## config.mk

```make
export PLATFORM = sky130hd
export DESIGN_NAME = decode_queue_flat
export DESIGN_NICKNAME = d
export VERILOG_FILES = /design/src/rtl/decode_queue_if.sv /design/src/rtl/decode_queue.sv /design/src/flat_wrapper.sv
export SDC_FILE = /design/constraint.sdc
export NUM_CORES = 1
export LEC_CHECK = 0
export CORE_MARGIN = 4
export CORE_UTILIZATION = 40
export CTS_BUF_LIST = sky130_fd_sc_hd__clkbuf_16
export CTS_CLUSTER_DIAMETER = 120
export DETAILED_ROUTE_END_ITERATION = 16
export PLACE_DENSITY_LB_ADDON = 0.25
export SETUP_SLACK_MARGIN = 0.02
export SYNTH_ARGS = -nofsm -noshare
export SYNTH_HDL_FRONTEND = slang
export SYNTH_SLANG_ARGS = --single-unit
```

## constraint.sdc

```tcl
create_clock -name clk -period 12.45 [get_ports clk]
set_input_delay 1.8675 -clock clk [delete_from_list [all_inputs] [get_ports clk]]
set_output_delay 1.8675 -clock clk [all_outputs]
set_load 0.05 [all_outputs]
```

## src/rtl/decode_queue_if.sv

```systemverilog
// Fetch/execute handshake bundle for decode_queue.
// slave: queue side; master: the surrounding pipeline.
interface decode_queue_if #(
    parameter int DEPTH = 4,
    parameter int CNT_W = $clog2(DEPTH + 1)
);
    logic             flush;
    logic             in_valid;
    logic             in_ready;
    logic [31:0]      in_inst;
    logic [31:0]      in_pc;
    logic             out_valid;
    logic             out_ready;
    logic [31:0]      out_pc;
    logic [31:0]      out_inst;
    logic [31:0]      out_imm;
    logic [1:0]       out_opa_sel;
    logic [1:0]       out_opb_sel;
    logic [4:0]       out_alu_func;
    logic [4:0]       out_dest_idx;
    logic             out_reg_wr;
    logic             out_rd_mem;
    logic             out_wr_mem;
    logic             out_cond_branch;
    logic             out_uncond_branch;
    logic             out_illegal;
    logic [CNT_W-1:0] count;

    modport slave (
        input  flush, in_valid, in_inst, in_pc, out_ready,
        output in_ready, out_valid, out_pc, out_inst, out_imm,
        output out_opa_sel, out_opb_sel, out_alu_func,
        output out_dest_idx, out_reg_wr, out_rd_mem, out_wr_mem,
        output out_cond_branch, out_uncond_branch, out_illegal,
        output count
    );

    modport master (
        output flush, in_valid, in_inst, in_pc, out_ready,
        input  in_ready, out_valid, out_pc, out_inst, out_imm,
        input  out_opa_sel, out_opb_sel, out_alu_func,
        input  out_dest_idx, out_reg_wr, out_rd_mem, out_wr_mem,
        input  out_cond_branch, out_uncond_branch, out_illegal,
        input  count
    );
endinterface

```

## src/rtl/decode_queue.sv

```systemverilog
// Pre-decode instruction queue: decodes on entry, DEPTH-entry ring.
// Ports: clk, rst (async, active high), q (decode_queue_if.slave).
// Optional macro DECODE_QUEUE_BYPASS_EN: empty-queue comb bypass.
module decode_queue #(
    parameter int DEPTH = 4,
    parameter int CNT_W = $clog2(DEPTH + 1)
) (
    input  logic clk,
    input  logic rst,
    decode_queue_if.slave q
);
    localparam int PTR_W = (DEPTH > 1) ? $clog2(DEPTH) : 1;

    localparam logic [6:0] OP_R     = 7'b0110011;
    localparam logic [6:0] OP_I     = 7'b0010011;
    localparam logic [6:0] OP_LD    = 7'b0000011;
    localparam logic [6:0] OP_ST    = 7'b0100011;
    localparam logic [6:0] OP_BR    = 7'b1100011;
    localparam logic [6:0] OP_JAL   = 7'b1101111;
    localparam logic [6:0] OP_JALR  = 7'b1100111;
    localparam logic [6:0] OP_LUI   = 7'b0110111;
    localparam logic [6:0] OP_AUIPC = 7'b0010111;
    localparam logic [6:0] OP_SYS   = 7'b1110011;

    localparam logic [1:0] OPA_RS1 = 2'd0;
    localparam logic [1:0] OPA_PC  = 2'd1;
    localparam logic [1:0] OPA_ZR  = 2'd2;
    localparam logic [1:0] OPB_RS2 = 2'd0;
    localparam logic [1:0] OPB_IMM = 2'd1;

    localparam logic [4:0] ALU_ADD  = 5'd0;
    localparam logic [4:0] ALU_SUB  = 5'd1;
    localparam logic [4:0] ALU_SLT  = 5'd2;
    localparam logic [4:0] ALU_SLTU = 5'd3;
    localparam logic [4:0] ALU_AND  = 5'd4;
    localparam logic [4:0] ALU_OR   = 5'd5;
    localparam logic [4:0] ALU_XOR  = 5'd6;
    localparam logic [4:0] ALU_SLL  = 5'd7;
    localparam logic [4:0] ALU_SRL  = 5'd8;
    localparam logic [4:0] ALU_SRA  = 5'd9;
    localparam logic [4:0] ZERO_REG = 5'd0;

    typedef struct packed {
        logic [31:0] pc;
        logic [31:0] inst;
        logic [31:0] imm;
        logic [1:0]  opa;
        logic [1:0]  opb;
        logic [4:0]  alu;
        logic [4:0]  dest;
        logic        reg_wr;
        logic        rd_mem;
        logic        wr_mem;
        logic        cbr;
        logic        ubr;
        logic        ill;
    } ent_t;

    logic [PTR_W-1:0] wr_ptr_q, wr_ptr_d;
    logic [PTR_W-1:0] rd_ptr_q, rd_ptr_d;
    logic [CNT_W-1:0] count_q, count_d;
    ent_t             mem_q [DEPTH];
    ent_t             mem_d [DEPTH];

    ent_t        dec;
    ent_t        head;
    ent_t        out_e;
    logic [31:0] inst;
    logic [6:0]  opc;
    logic [2:0]  f3;
    logic [6:0]  f7;
    logic [4:0]  rd;
    logic        byp;
    logic        out_valid;
    logic        in_ready;
    logic        enq;
    logic        deq;

    assign inst = q.in_inst;
    assign opc  = inst[6:0];
    assign f3   = inst[14:12];
    assign f7   = inst[31:25];
    assign rd   = inst[11:7];

    always_comb begin
        dec      = '0;
        dec.pc   = q.in_pc;
        dec.inst = inst;
        dec.ill  = 1'b1;
        case (opc)
            OP_ST: dec.imm = {{20{inst[31]}}, inst[31:25], inst[11:7]};
            OP_BR: dec.imm = {{19{inst[31]}}, inst[31], inst[7],
                              inst[30:25], inst[11:8], 1'b0};
            OP_JAL: dec.imm = {{11{inst[31]}}, inst[31], inst[19:12],
                               inst[20], inst[30:21], 1'b0};
            OP_LUI, OP_AUIPC: dec.imm = {inst[31:12], 12'h000};
            default: dec.imm = {{20{inst[31]}}, inst[31:20]};
        endcase
        case (opc)
            OP_R: begin
                dec.opa    = OPA_RS1;
                dec.opb    = OPB_RS2;
                dec.reg_wr = 1'b1;
                dec.dest   = rd;
                dec.ill    = 1'b0;
                case ({f7, f3})
                    {7'h00, 3'd0}: dec.alu = ALU_ADD;
                    {7'h20, 3'd0}: dec.alu = ALU_SUB;
                    {7'h00, 3'd1}: dec.alu = ALU_SLL;
                    {7'h00, 3'd2}: dec.alu = ALU_SLT;
                    {7'h00, 3'd3}: dec.alu = ALU_SLTU;
                    {7'h00, 3'd4}: dec.alu = ALU_XOR;
                    {7'h00, 3'd5}: dec.alu = ALU_SRL;
                    {7'h20, 3'd5}: dec.alu = ALU_SRA;
                    {7'h00, 3'd6}: dec.alu = ALU_OR;
                    {7'h00, 3'd7}: dec.alu = ALU_AND;
                    default:       dec.ill = 1'b1;
                endcase
            end
            OP_I: begin
                dec.opa    = OPA_RS1;
                dec.opb    = OPB_IMM;
                dec.reg_wr = 1'b1;
                dec.dest   = rd;
                dec.ill    = 1'b0;
                case (f3)
                    3'd0: dec.alu = ALU_ADD;
                    3'd1: dec.alu = ALU_SLL;
                    3'd2: dec.alu = ALU_SLT;
                    3'd3: dec.alu = ALU_SLTU;
                    3'd4: dec.alu = ALU_XOR;
                    3'd5: dec.alu = (|f7) ? ALU_SRA : ALU_SRL;
                    3'd6: dec.alu = ALU_OR;
                    default: dec.alu = ALU_AND;
                endcase
            end
            OP_LD: begin
                dec.opb    = OPB_IMM;
                dec.reg_wr = 1'b1;
                dec.rd_mem = 1'b1;
                dec.dest   = rd;
                dec.ill    = (f3 != 3'd2);
            end
            OP_ST: begin
                dec.opb    = OPB_IMM;
                dec.wr_mem = 1'b1;
                dec.ill    = (f3 != 3'd2);
            end
            OP_BR: begin
                dec.opa = OPA_PC;
                dec.opb = OPB_IMM;
                dec.cbr = 1'b1;
                dec.ill = (f3 == 3'd2) || (f3 == 3'd3);
            end
            OP_JAL: begin
                dec.opa    = OPA_PC;
                dec.opb    = OPB_IMM;
                dec.ubr    = 1'b1;
                dec.reg_wr = 1'b1;
                dec.dest   = rd;
                dec.ill    = 1'b0;
            end
            OP_JALR: begin
                dec.opb    = OPB_IMM;
                dec.ubr    = 1'b1;
                dec.reg_wr = 1'b1;
                dec.dest   = rd;
                dec.ill    = (f3 != 3'd0);
            end
            OP_LUI: begin
                dec.opa    = OPA_ZR;
                dec.opb    = OPB_IMM;
                dec.reg_wr = 1'b1;
                dec.dest   = rd;
                dec.ill    = 1'b0;
            end
            OP_AUIPC: begin
                dec.opa    = OPA_PC;
                dec.opb    = OPB_IMM;
                dec.reg_wr = 1'b1;
                dec.dest   = rd;
                dec.ill    = 1'b0;
            end
            OP_SYS: dec.ill = (inst[31:20] != 12'h001);
            default: dec.ill = 1'b1;
        endcase
        // Illegal entries still flow down the pipe, but carry no side effects.
        if (dec.ill) begin
            dec.opa    = OPA_RS1;
            dec.opb    = OPB_RS2;
            dec.alu    = ALU_ADD;
            dec.dest   = ZERO_REG;
            dec.reg_wr = 1'b0;
            dec.rd_mem = 1'b0;
            dec.wr_mem = 1'b0;
            dec.cbr    = 1'b0;
            dec.ubr    = 1'b0;
        end
    end

`ifdef DECODE_QUEUE_BYPASS_EN
    assign byp = (count_q == '0) && q.in_valid && !q.flush;
`else
    assign byp = 1'b0;
`endif

    assign in_ready  = (count_q < CNT_W'(DEPTH));
    assign head      = byp ? dec : mem_q[rd_ptr_q];
    assign out_valid = byp || ((count_q != '0) && !q.flush);
    assign out_e     = out_valid ? head : '0;

    // A bypassed instruction taken by execute never touches storage.
    assign enq = q.in_valid && in_ready && !q.flush
               && !(byp && q.out_ready);
    assign deq = out_valid && q.out_ready && !q.flush && !byp;

    always_comb begin
        wr_ptr_d = wr_ptr_q;
        rd_ptr_d = rd_ptr_q;
        count_d  = count_q + CNT_W'(enq) - CNT_W'(deq);
        mem_d    = mem_q;
        if (enq) begin
            mem_d[wr_ptr_q] = dec;
            wr_ptr_d        = wr_ptr_q + PTR_W'(1);
        end
        if (deq) begin
            rd_ptr_d = rd_ptr_q + PTR_W'(1);
        end
        if (q.flush) begin
            wr_ptr_d = '0;
            rd_ptr_d = '0;
            count_d  = '0;
        end
    end

    always_ff @(posedge clk or posedge rst) begin
        if (rst) begin
            wr_ptr_q <= '0;
            rd_ptr_q <= '0;
            count_q  <= '0;
        end else begin
            wr_ptr_q <= wr_ptr_d;
            rd_ptr_q <= rd_ptr_d;
            count_q  <= count_d;
        end
    end

    always_ff @(posedge clk) begin
        mem_q <= mem_d;
    end

    assign q.in_ready          = in_ready;
    assign q.out_valid         = out_valid;
    assign q.out_pc            = out_e.pc;
    assign q.out_inst          = out_e.inst;
    assign q.out_imm           = out_e.imm;
    assign q.out_opa_sel       = out_e.opa;
    assign q.out_opb_sel       = out_e.opb;
    assign q.out_alu_func      = out_e.alu;
    assign q.out_dest_idx      = out_e.dest;
    assign q.out_reg_wr        = out_e.reg_wr;
    assign q.out_rd_mem        = out_e.rd_mem;
    assign q.out_wr_mem        = out_e.wr_mem;
    assign q.out_cond_branch   = out_e.cbr;
    assign q.out_uncond_branch = out_e.ubr;
    assign q.out_illegal       = out_e.ill;
    assign q.count             = count_q;
endmodule

```

## src/flat_wrapper.sv

```systemverilog
// flat-port wrapper written by rule: the top's interface ports become plain ports
module decode_queue_flat 
#(
    parameter int DEPTH = 4,
    parameter int CNT_W = $clog2(DEPTH + 1)
)
  (clk, rst, q_flush, q_in_valid, q_in_inst, q_in_pc, q_out_ready, q_in_ready, q_out_valid, q_out_pc, q_out_inst, q_out_imm, q_out_opa_sel, q_out_opb_sel, q_out_alu_func, q_out_dest_idx, q_out_reg_wr, q_out_rd_mem, q_out_wr_mem, q_out_cond_branch, q_out_uncond_branch, q_out_illegal, q_count);
  decode_queue_if #(.DEPTH(DEPTH), .CNT_W(CNT_W)) q_i ();
  input  logic clk;
  input  logic rst;
  input wire logic [$bits(q_i.flush)-1:0] q_flush;
  input wire logic [$bits(q_i.in_valid)-1:0] q_in_valid;
  input wire logic [$bits(q_i.in_inst)-1:0] q_in_inst;
  input wire logic [$bits(q_i.in_pc)-1:0] q_in_pc;
  input wire logic [$bits(q_i.out_ready)-1:0] q_out_ready;
  output wire logic [$bits(q_i.in_ready)-1:0] q_in_ready;
  output wire logic [$bits(q_i.out_valid)-1:0] q_out_valid;
  output wire logic [$bits(q_i.out_pc)-1:0] q_out_pc;
  output wire logic [$bits(q_i.out_inst)-1:0] q_out_inst;
  output wire logic [$bits(q_i.out_imm)-1:0] q_out_imm;
  output wire logic [$bits(q_i.out_opa_sel)-1:0] q_out_opa_sel;
  output wire logic [$bits(q_i.out_opb_sel)-1:0] q_out_opb_sel;
  output wire logic [$bits(q_i.out_alu_func)-1:0] q_out_alu_func;
  output wire logic [$bits(q_i.out_dest_idx)-1:0] q_out_dest_idx;
  output wire logic [$bits(q_i.out_reg_wr)-1:0] q_out_reg_wr;
  output wire logic [$bits(q_i.out_rd_mem)-1:0] q_out_rd_mem;
  output wire logic [$bits(q_i.out_wr_mem)-1:0] q_out_wr_mem;
  output wire logic [$bits(q_i.out_cond_branch)-1:0] q_out_cond_branch;
  output wire logic [$bits(q_i.out_uncond_branch)-1:0] q_out_uncond_branch;
  output wire logic [$bits(q_i.out_illegal)-1:0] q_out_illegal;
  output wire logic [$bits(q_i.count)-1:0] q_count;
  assign q_i.flush = q_flush;
  assign q_i.in_valid = q_in_valid;
  assign q_i.in_inst = q_in_inst;
  assign q_i.in_pc = q_in_pc;
  assign q_i.out_ready = q_out_ready;
  assign q_in_ready = q_i.in_ready;
  assign q_out_valid = q_i.out_valid;
  assign q_out_pc = q_i.out_pc;
  assign q_out_inst = q_i.out_inst;
  assign q_out_imm = q_i.out_imm;
  assign q_out_opa_sel = q_i.out_opa_sel;
  assign q_out_opb_sel = q_i.out_opb_sel;
  assign q_out_alu_func = q_i.out_alu_func;
  assign q_out_dest_idx = q_i.out_dest_idx;
  assign q_out_reg_wr = q_i.out_reg_wr;
  assign q_out_rd_mem = q_i.out_rd_mem;
  assign q_out_wr_mem = q_i.out_wr_mem;
  assign q_out_cond_branch = q_i.out_cond_branch;
  assign q_out_uncond_branch = q_i.out_uncond_branch;
  assign q_out_illegal = q_i.out_illegal;
  assign q_count = q_i.count;
  decode_queue #(.DEPTH(DEPTH), .CNT_W(CNT_W)) u_core (.clk(clk), .rst(rst), .q(q_i));
endmodule
```

==> results of run 1 <==
==> critical path, cell delays in order <==
cell and delay, ns:
clkdlybuf4s50_1 0.62, nor2_4 0.17, buf_4 0.65, and2_1 0.26
clkdlybuf4s50_1 0.81
==> metal layers <==
layer,up-vias,wire length [µm],part of all wire,track usage
met5,-,19,0.00049,0
met4,4,642,0.016,0.03461
met3,55,2065,0.053,0.03580
met2,241,19130,0.49,0.2508
met1,4721,17310,0.44,0.2202
li1,4015,-,-,-
==> where the power goes <==
group | internal [µW] | total [µW] | switching [µW]
sequential | 1780 | 1840 | 53.8
clock | 680 | 1230 | 549
combinational | 432 | 1090 | 655
==> cells in the mapped netlist, types with 2 or more instances <==
| master | instances | area [µm²] |
|---|---|---|
| a2111oi_0 | 3 | 26.28 |
| a21o_1 | 19 | 142.6 |
| a21oi_1 | 5 | 25.02 |
| a22o_1 | 5 | 43.79 |
| and2_1 | 120 | 750.7 |
| and2_2 | 4 | 30.03 |
| and3_1 | 2 | 12.51 |
| buf_2 | 14 | 70.07 |
| buf_4 | 3 | 22.52 |
| buf_6 | 2 | 22.52 |
| clkbuf_1 | 35 | 131.4 |
| dfrtp_1 | 7 | 175.2 |
| edfxtp_1 | 452 | 13570 |
| ha_1 | 6 | 75.07 |
| inv_1 | 12 | 45.04 |
| mux4_2 | 113 | 2545 |
| nand2_1 | 8 | 30.03 |
| nand2b_1 | 5 | 31.28 |
| nand3_1 | 8 | 40.04 |
| nand3b_1 | 3 | 22.52 |
| nor2_1 | 19 | 71.32 |
| nor2b_1 | 6 | 37.54 |
| nor3_1 | 4 | 20.02 |
| nor4_1 | 4 | 25.02 |
| nor4b_1 | 7 | 61.31 |
| o211ai_1 | 3 | 22.52 |
| o21a_1 | 2 | 15.01 |
| o21ai_0 | 6 | 30.03 |
| xnor2_1 | 5 | 43.79 |
==> per-stage QoR <==
step,utilization,instance area [µm²]
2_1_floorplan,-,18350
3_3_place_gp,0.4590,20830
3_5_place_dp,0.4590,20830
4_1_cts,0.4883,22160
5_1_grt,0.4883,22160
6_report,0.4883,22160
==> state kept, by name, summed over array words and instances (netlist names) <==
signal	count
u_core.wr_ptr_q	2
u_core.rd_ptr_q	2
u_core.q.count	3
u_core.mem_q	452
==> logic make-up after synthesis <==
kind of cell	count (synthesis)	share of synthesized area
AND/OR/NAND/NOR	199	0.06635
other	1	0.0002044
adder cells (fa/ha/maj)	7	0.005183
multiplexers	114	0.1393
XOR/XNOR	6	0.002864
flip-flops	459	0.7493
buffers and inverters	67	0.01609
AO/OA/AOI/OAI	52	0.02073
==> area by class of cell <==
class,count,area [µm²]
repair buffers,198,1954
multi-input cells,380,4325
flip-flops and latches,459,13760
well taps,600,750.7
clock buffers,47,1176
clock inverters,35,153.9
fillers,3802,23220
inverters,12,45.04
==> worst max-delay path by stage <==
stage | to | cells past startpoint | start
floorplan | u_core.mem_q[0] | 3 | q_in_valid
global placement | q_out_imm[30] | 5 | q_flush
detailed placement | q_out_imm[30] | 5 | q_flush
CTS | q_out_imm[30] | 5 | q_flush
global route | q_out_inst[18] | 5 | q_flush
finish | q_out_imm[30] | 5 | q_flush
==> results.cfg, run 1 <==
[run_status]
outcome = complete, no violations

[route]
post_drt_wl_per_cell_um = 22.62
firstDrtPassIters = 5
via_count = 9036
route.detailed.drc = 0
ant_nets = 0
first_iter_violations = 563
wl_um = 39160
vias_per_cell = 5.220

[hold_path]
hp-class = flip-flop to flip-flop
whs_endpoint = u_core.wr_ptr_q[0]
hold_start = u_core.wr_ptr_q[0]
holdPathStages = 2

[layout]
drive_gt1_frac = 0.1742
mostFrequentLayoutCells = edfxtp_1, clkdlybuf4s50_1, and2_1
fin_cells = 1731
fin_nets = 1174
area_growth_pct = 20.79
diodes = 0
final_common_cell = edfxtp_1

[sta]
finalSetupViolCount = 0
fin_crit_ns = 6.313
clock.fmax_mhz = 158.4
post-route-worst-setup-slack_ns = 6.137
max-slew-margin-rel = 0.3310
maxSlewViolCount = 0
hold_slack_ns = 0.6087
hold_viol = 0
grt_setup_unrepaired = no
finClkSkew_ns = 0.01223
max_slew.worst_pin.slew_ns = 0.9783
tns_ns = 0
period_share = 0.5070

[synthesis]
seq_area_frac_synth = 0.7493
synth_area_um2 = 18350
ys_seq_elements = 459
avgSynthCellArea_um2 = 20.27
ys_types = 52
async_flop_share = 0.01525
ys_warn_count = 0
synth_edf_count = 452
syn_inst = 905
ys.flop_type = edfxtp_1

[floorplan]
rows = 78
fp.dieH_um = 222.2
ios = 190
die_x_um = 222.2
initial_utilization = 0.4043
die_area_um2 = 49360
coreArea_um2 = 45380

[global_routing]
grt_use_total = 0.1558
overflow = 0
grt_pass1_vias = 9295
grt_pass1_wl_um = 58980
grt_max_degree = 115
antenna_found_initial = 2

[critical_path]
reg2reg_slack_ns = 9.27
cp.required_ns = 10.58
crit_path_max_fanout = 114
rr_worst_depth = 4
rr_startpoint = u_core.q.count[2]
r2r_end = u_core.mem_q[394]
critPathLaunchType = input pin
worstPathArrival_ns = 4.45
end_kind = output pin
path_class = input pin to output pin

[pwr]
p_per_area_nw_per_um2 = 187.3
totalPowerFinal_uw = 4152
vdd_drop_max_mv = 0.1197
leakage_uw = 0.007022

[clock_tree]
cts_setup_buffers = 0
ctsHtreeMaxLevel = 2
cts_root_buffer = clkbuf_16
cts_hold_buf = 0
tritoncts = yes
numCtsBuffers = 47
worstSkewPairLatency_ns = 0.55
numClockSinks = 459
clk_pin_slew_ns = 0.05
clock_path_buffers = 3
postCtsResizedCells = 0

[placed_design]
port_buffers = 187
place_ws_ns = 6.049
dp_cells = 1649
gp_congestion = 0.7736
dpl.hpwl_um = 23260

[run]
maxCapViolations = 0
(Power assumes the default switching activity.)
==> inputs of run 2 (changes only) <==
==> constraint.sdc (replaced) <==
create_clock -name clk -period 6.4 [get_ports clk]
set_input_delay 0.96 -clock clk [delete_from_list [all_inputs] [get_ports clk]]
set_output_delay 0.96 -clock clk [all_outputs]
set_load 0.05 [all_outputs]
==> run 2 against run 1 <==
Against the previous run: die area did not move; sequential share of layout area down 0.47 points; global-route usage grew 0.39 points; clock power rose by 100%; core utilization rose by 0.37 points; first-iteration DRC count up 16%; sequential power increased by 93%; register-to-register slack got worse by 5.6 ns; via count increased by 0.44%; clock skew shrank 0.0016 ns; total power grew 98%; sequential cell count is the same; highest routed layer unchanged.
==> results.cfg, run 2 (same netlist as run 1, synthesis figures left out) <==
[route]
via_count = 9076
post_drt_wl_per_cell_um = 22.98
firstDrtPassIters = 5
wl_um = 39850
route.detailed.drc = 0
vias_per_cell = 5.234
first_iter_violations = 655
ant_nets = 0

[layout]
drive_gt1_frac = 0.1781
diodes = 0
fin_nets = 1177
fin_cells = 1734
ff_latch_area_um2 = 13760
largest_reg_flops = 452
multi_input_area_um2 = 4328
area_growth_pct = 21.70
fillers = 3745
regMostFlops = u_core.mem_q
final_common_cell = edfxtp_1
mostFrequentLayoutCells = edfxtp_1, clkdlybuf4s50_1, and2_1

[critical_path]
max_stage_delay_ns = 1.10
crit_path_top_delay_cell = dfrtp_4
worstPathArrival_ns = 3.46
end_kind = output pin
path_class = flip-flop to output pin
crit_path_max_fanout = 61
critPathLaunchType = flip-flop
worstPathCellList = buf_4, mux4_2, and2_1, clkdlybuf4s50_1
cp.required_ns = 5.44
cp_top_family = buffers and inverters
path_buf_inv = 2

[clock_tree]
cts_root_buffer = clkbuf_16
cts_hold_buf = 0
cts_setup_buffers = 0
ctsHtreeMaxLevel = 2
tritoncts = yes
clock_path_buffers = 3
postCtsResizedCells = 0
numClockSinks = 459
numCtsBuffers = 48
worstSkewPairLatency_ns = 0.56
clk_pin_slew_ns = 0.06

[floorplan]
ios = 190
coreArea_um2 = 45380
fp.dieH_um = 222.2
rows = 78
die_x_um = 222.2
die_area_um2 = 49360
initial_utilization = 0.4043

[sta]
tns_ns = 0
finClkSkew_ns = 0.01060
maxSlewViolCount = 0
post-route-worst-setup-slack_ns = 1.984
clock.fmax_mhz = 226.4
finalSetupViolCount = 0
hold_viol = 0
period_share = 0.6900
max-slew-margin-rel = 0.3117
fin_crit_ns = 4.416
grt_setup_unrepaired = no
max_slew.worst_pin.slew_ns = 1.032

[placed_design]
dpl.hpwl_um = 23800
dp_cells = 1651
gp_congestion = 0.7652
port_buffers = 187
place_ws_ns = 2.108

[global_routing]
grt_pass1_vias = 9411
overflow = 0
grt_use_total = 0.1598
grt_pass1_wl_um = 60300
grt_max_degree = 67
antenna_found_initial = 1

[pwr]
leakage_uw = 0.007090
p_per_area_nw_per_um2 = 368.8
vdd_drop_max_mv = 0.2228

[hold_path]
hp-class = flip-flop to flip-flop

[run]
maxCapViolations = 0

[run_status]
outcome = complete, no violations
run 2: cell types whose count changed in the layout (fill, tap and decap cells not counted), moves of 2 or more:
| cell | delta |
|---|---|
| inv_1 | -2 |
| buf_4 | -3 |
| clkbuf_16 | +2 |
| bufinv_16 | +2 |
| buf_12 | +5 |
| clkinvlp_4 | -2 |
run 2: layer usage:
metal / share of wire / track usage / routed length (µm)
met5: 0.00033 / 0 / 13
met4: 0.023 / 0.04442 / 908
met3: 0.055 / 0.03131 / 2187
met2: 0.48 / 0.2488 / 18940
met1: 0.45 / 0.2330 / 17800
run 2: worst register-to-register path, stage by stage, from the launching register on:
cell and delay (ns):
dfrtp_1 0.40, nor2b_1 0.29, nor2b_1 0.38, and2_4 0.83, buf_12 0.51
run 2: area by class of cell:
type                            instances  share of cell area
Clock inverter                         34            0.008573
Multi-Input combinational cell        380              0.1938
Inverter                               12            0.002017
Clock buffer                           49             0.05491
Tap cell                              600             0.03362
Timing Repair Buffer                  200             0.09100
Sequential cell                       459              0.6160
run 2: path summary, 6_finish.rpt:
path,from,to,slack (ns),cells past startpoint
max,u_core.rd_ptr_q[1],q_out_cond_branch,1.98,4
max reg2reg,u_core.q.count[2],u_core.mem_q[316],3.62,4
min,u_core.wr_ptr_q[0],u_core.wr_ptr_q[0],0.63,2
max in group asynchronous,rst,u_core.rd_ptr_q[0],5.51,2
min reg2reg,u_core.wr_ptr_q[0],u_core.wr_ptr_q[0],0.63,2
min in group asynchronous,rst,u_core.wr_ptr_q[0],0.64,2
run 2: per-stage QoR:
step | hold WS, ns | utilization | cell area, µm² | power (µW)
6_report | 0.6319 | 0.4920 | 22330 | 8235
5_1_grt | 0.6680 | 0.4920 | 22330 | 8569
4_1_cts | 0.6107 | 0.4920 | 22330 | 8363
3_5_place_dp | 0.6319 | 0.4608 | 20910 | 5829
3_3_place_gp | 0.6128 | 0.4608 | 20910 | 5817
2_1_floorplan | 0.5616 | - | 18350 | 5102
run 2: report_power, final:
part | internal (µW) | leakage, µW | switching (µW)
Combinational | 856 | 0.00218 | 1310
Clock | 1450 | 0.000744 | 1070
Sequential | 3470 | 0.00417 | 80.8
Total | 5770 | 0.00709 | 2460
==> inputs of run 3 (changes only) <==
==> constraint.sdc (replaced) <==
create_clock -name clk -period 3.7 [get_ports clk]
set_input_delay 0.555 -clock clk [delete_from_list [all_inputs] [get_ports clk]]
set_output_delay 0.555 -clock clk [all_outputs]
set_load 0.05 [all_outputs]
==> run 3 against run 2 <==
Against the previous run: via count grew 3.3%; total power grew 81%; largest power group unchanged; sequential power up 72%; non-clock buffer count up 26; global-route usage up 0.90 points; critical path type unchanged.
==> results.cfg, run 3 (same netlist as run 1, synthesis figures left out) <==
[run_status]
outcome = complete, no violations

[placed_design]
dpl.hpwl_um = 26540
dp_cells = 1677
placed_area_um2 = 21380
port_buffers = 187
gp_congestion = 0.8131
place_ws_ns = 0.4464

[critical_path]
reg2reg_slack_ns = 1.21
end_kind = output pin
rr_startpoint = u_core.q.count[1]
cp.required_ns = 3.14
crit_path_max_fanout = 26
rr_worst_depth = 10
r2r_end = u_core.q.count[2]
path_class = flip-flop to output pin
critPathLaunchType = flip-flop
worstPathArrival_ns = 2.66

[floorplan]
coreArea_um2 = 45380
die_area_um2 = 49360
initial_utilization = 0.4043
rows = 78
fp.dieH_um = 222.2
ios = 190
die_x_um = 222.2

[clock_tree]
numClockSinks = 459
worstSkewPairLatency_ns = 0.57
clk_pin_slew_ns = 0.06
cts_setup_buffers = 0
postCtsResizedCells = 0
cts_hold_buf = 0
cts_root_buffer = clkbuf_16
tritoncts = yes
numCtsBuffers = 48
clock_path_buffers = 3
ctsHtreeMaxLevel = 2

[layout]
area_growth_pct = 25.00
multi_input_area_um2 = 4325
diodes = 0
stdcell_area_um2 = 22930
fin_nets = 1203
final_common_cell = edfxtp_1
regMostFlops = u_core.mem_q
drive_gt1_frac = 0.2990
mostFrequentLayoutCells = edfxtp_1, and2_1, mux4_2
fillers = 3695
ff_latch_area_um2 = 13760
largest_reg_flops = 452
fin_cells = 1764

[route]
first_iter_violations = 877
route.detailed.drc = 0
post_drt_wl_per_cell_um = 23.84
vias_per_cell = 5.316
via_count = 9377
wl_um = 42050
firstDrtPassIters = 5
ant_nets = 0

[pwr]
vdd_drop_max_mv = 0.5785
power_frac_comb = 0.272
power.switching_uw = 4423
p_seq_frac = 0.411
p_per_area_nw_per_um2 = 649.3
power_frac_clock = 0.318
swShare = 0.2970
leakage_uw = 0.007635
p_int_uw = 10470

[sta]
max_slew.worst_pin.slew_ns = 0.8622
grt_setup_unrepaired = no
finClkSkew_ns = 0.01209
maxSlewViolCount = 0
period_share = 0.8693
tns_ns = 0
hold_viol = 0
post-route-worst-setup-slack_ns = 0.4834
finalSetupViolCount = 0
clock.fmax_mhz = 310.9
max-slew-margin-rel = 0.4217
hold_slack_ns = 0.2261
fin_crit_ns = 3.217

[global_routing]
grt_pass1_vias = 9637
overflow = 0
grt_pass1_wl_um = 63300
grt_use_total = 0.1688
grt_max_degree = 76
antenna_found_initial = 3

[hold_path]
hp-class = input pin to async pin

[run]
maxCapViolations = 0
[run 3: per-stage QoR]
step	power, µW	util
global placement	10350	0.4712
CTS	15130	0.5054
global route	15530	0.5054
detailed placement	10360	0.4712
finish	14890	0.5054
floorplan	8808	-
[run 3: worst max-delay path, stage by stage (launching register included)]
cell     delay [ns]
dfrtp_4        0.75
buf_12         0.31
mux4_2         0.61
and2_1         0.20
buf_4          0.19
[run 3: routing by layer]
layer,up-vias,track usage,part of all wire
met2,308,0.2675,0.48
met3,55,0.04096,0.065
met4,4,0.03782,0.017
met1,4929,0.2405,0.44
li1,4081,-,-
met5,-,0,0.00048
[run 3: cell type report]
type                            count  share of cell area
Clock inverter                     38             0.01424
Multi-Input combinational cell    380              0.1886
Inverter                           12            0.001964
Clock buffer                       49             0.05346
Tap cell                          600             0.03273
Timing Repair Buffer              226              0.1092
Sequential cell                   459              0.5998
[run 3: power by group through the flow]
stage          sequential, µW  clock (µW)  combinational, µW
2_1_floorplan            6190           0               2620
3_3_place_gp             6220           0               4130
3_5_place_dp             6230           0               4130
4_1_cts                  6120        4870               4140
5_1_grt                  6140        5100               4290
6_report                 6120        4730               4050
[run 3: how the worst max path moves through the flow]
stage / startpoint / to / slack (ns) / cells past startpoint
2_1_floorplan: u_core.q.count[2] / u_core.mem_q[0] / 0.71 / 3
3_3_place_gp: q_in_inst[3] / u_core.mem_q[356] / 0.58 / 5
3_5_place_dp: q_in_inst[3] / u_core.mem_q[7] / 0.45 / 5
4_1_cts: u_core.rd_ptr_q[0] / q_out_alu_func[0] / 0.39 / 4
5_1_grt: u_core.rd_ptr_q[0] / q_out_alu_func[0] / 0.31 / 4
6_report: u_core.rd_ptr_q[0] / q_out_alu_func[0] / 0.48 / 4
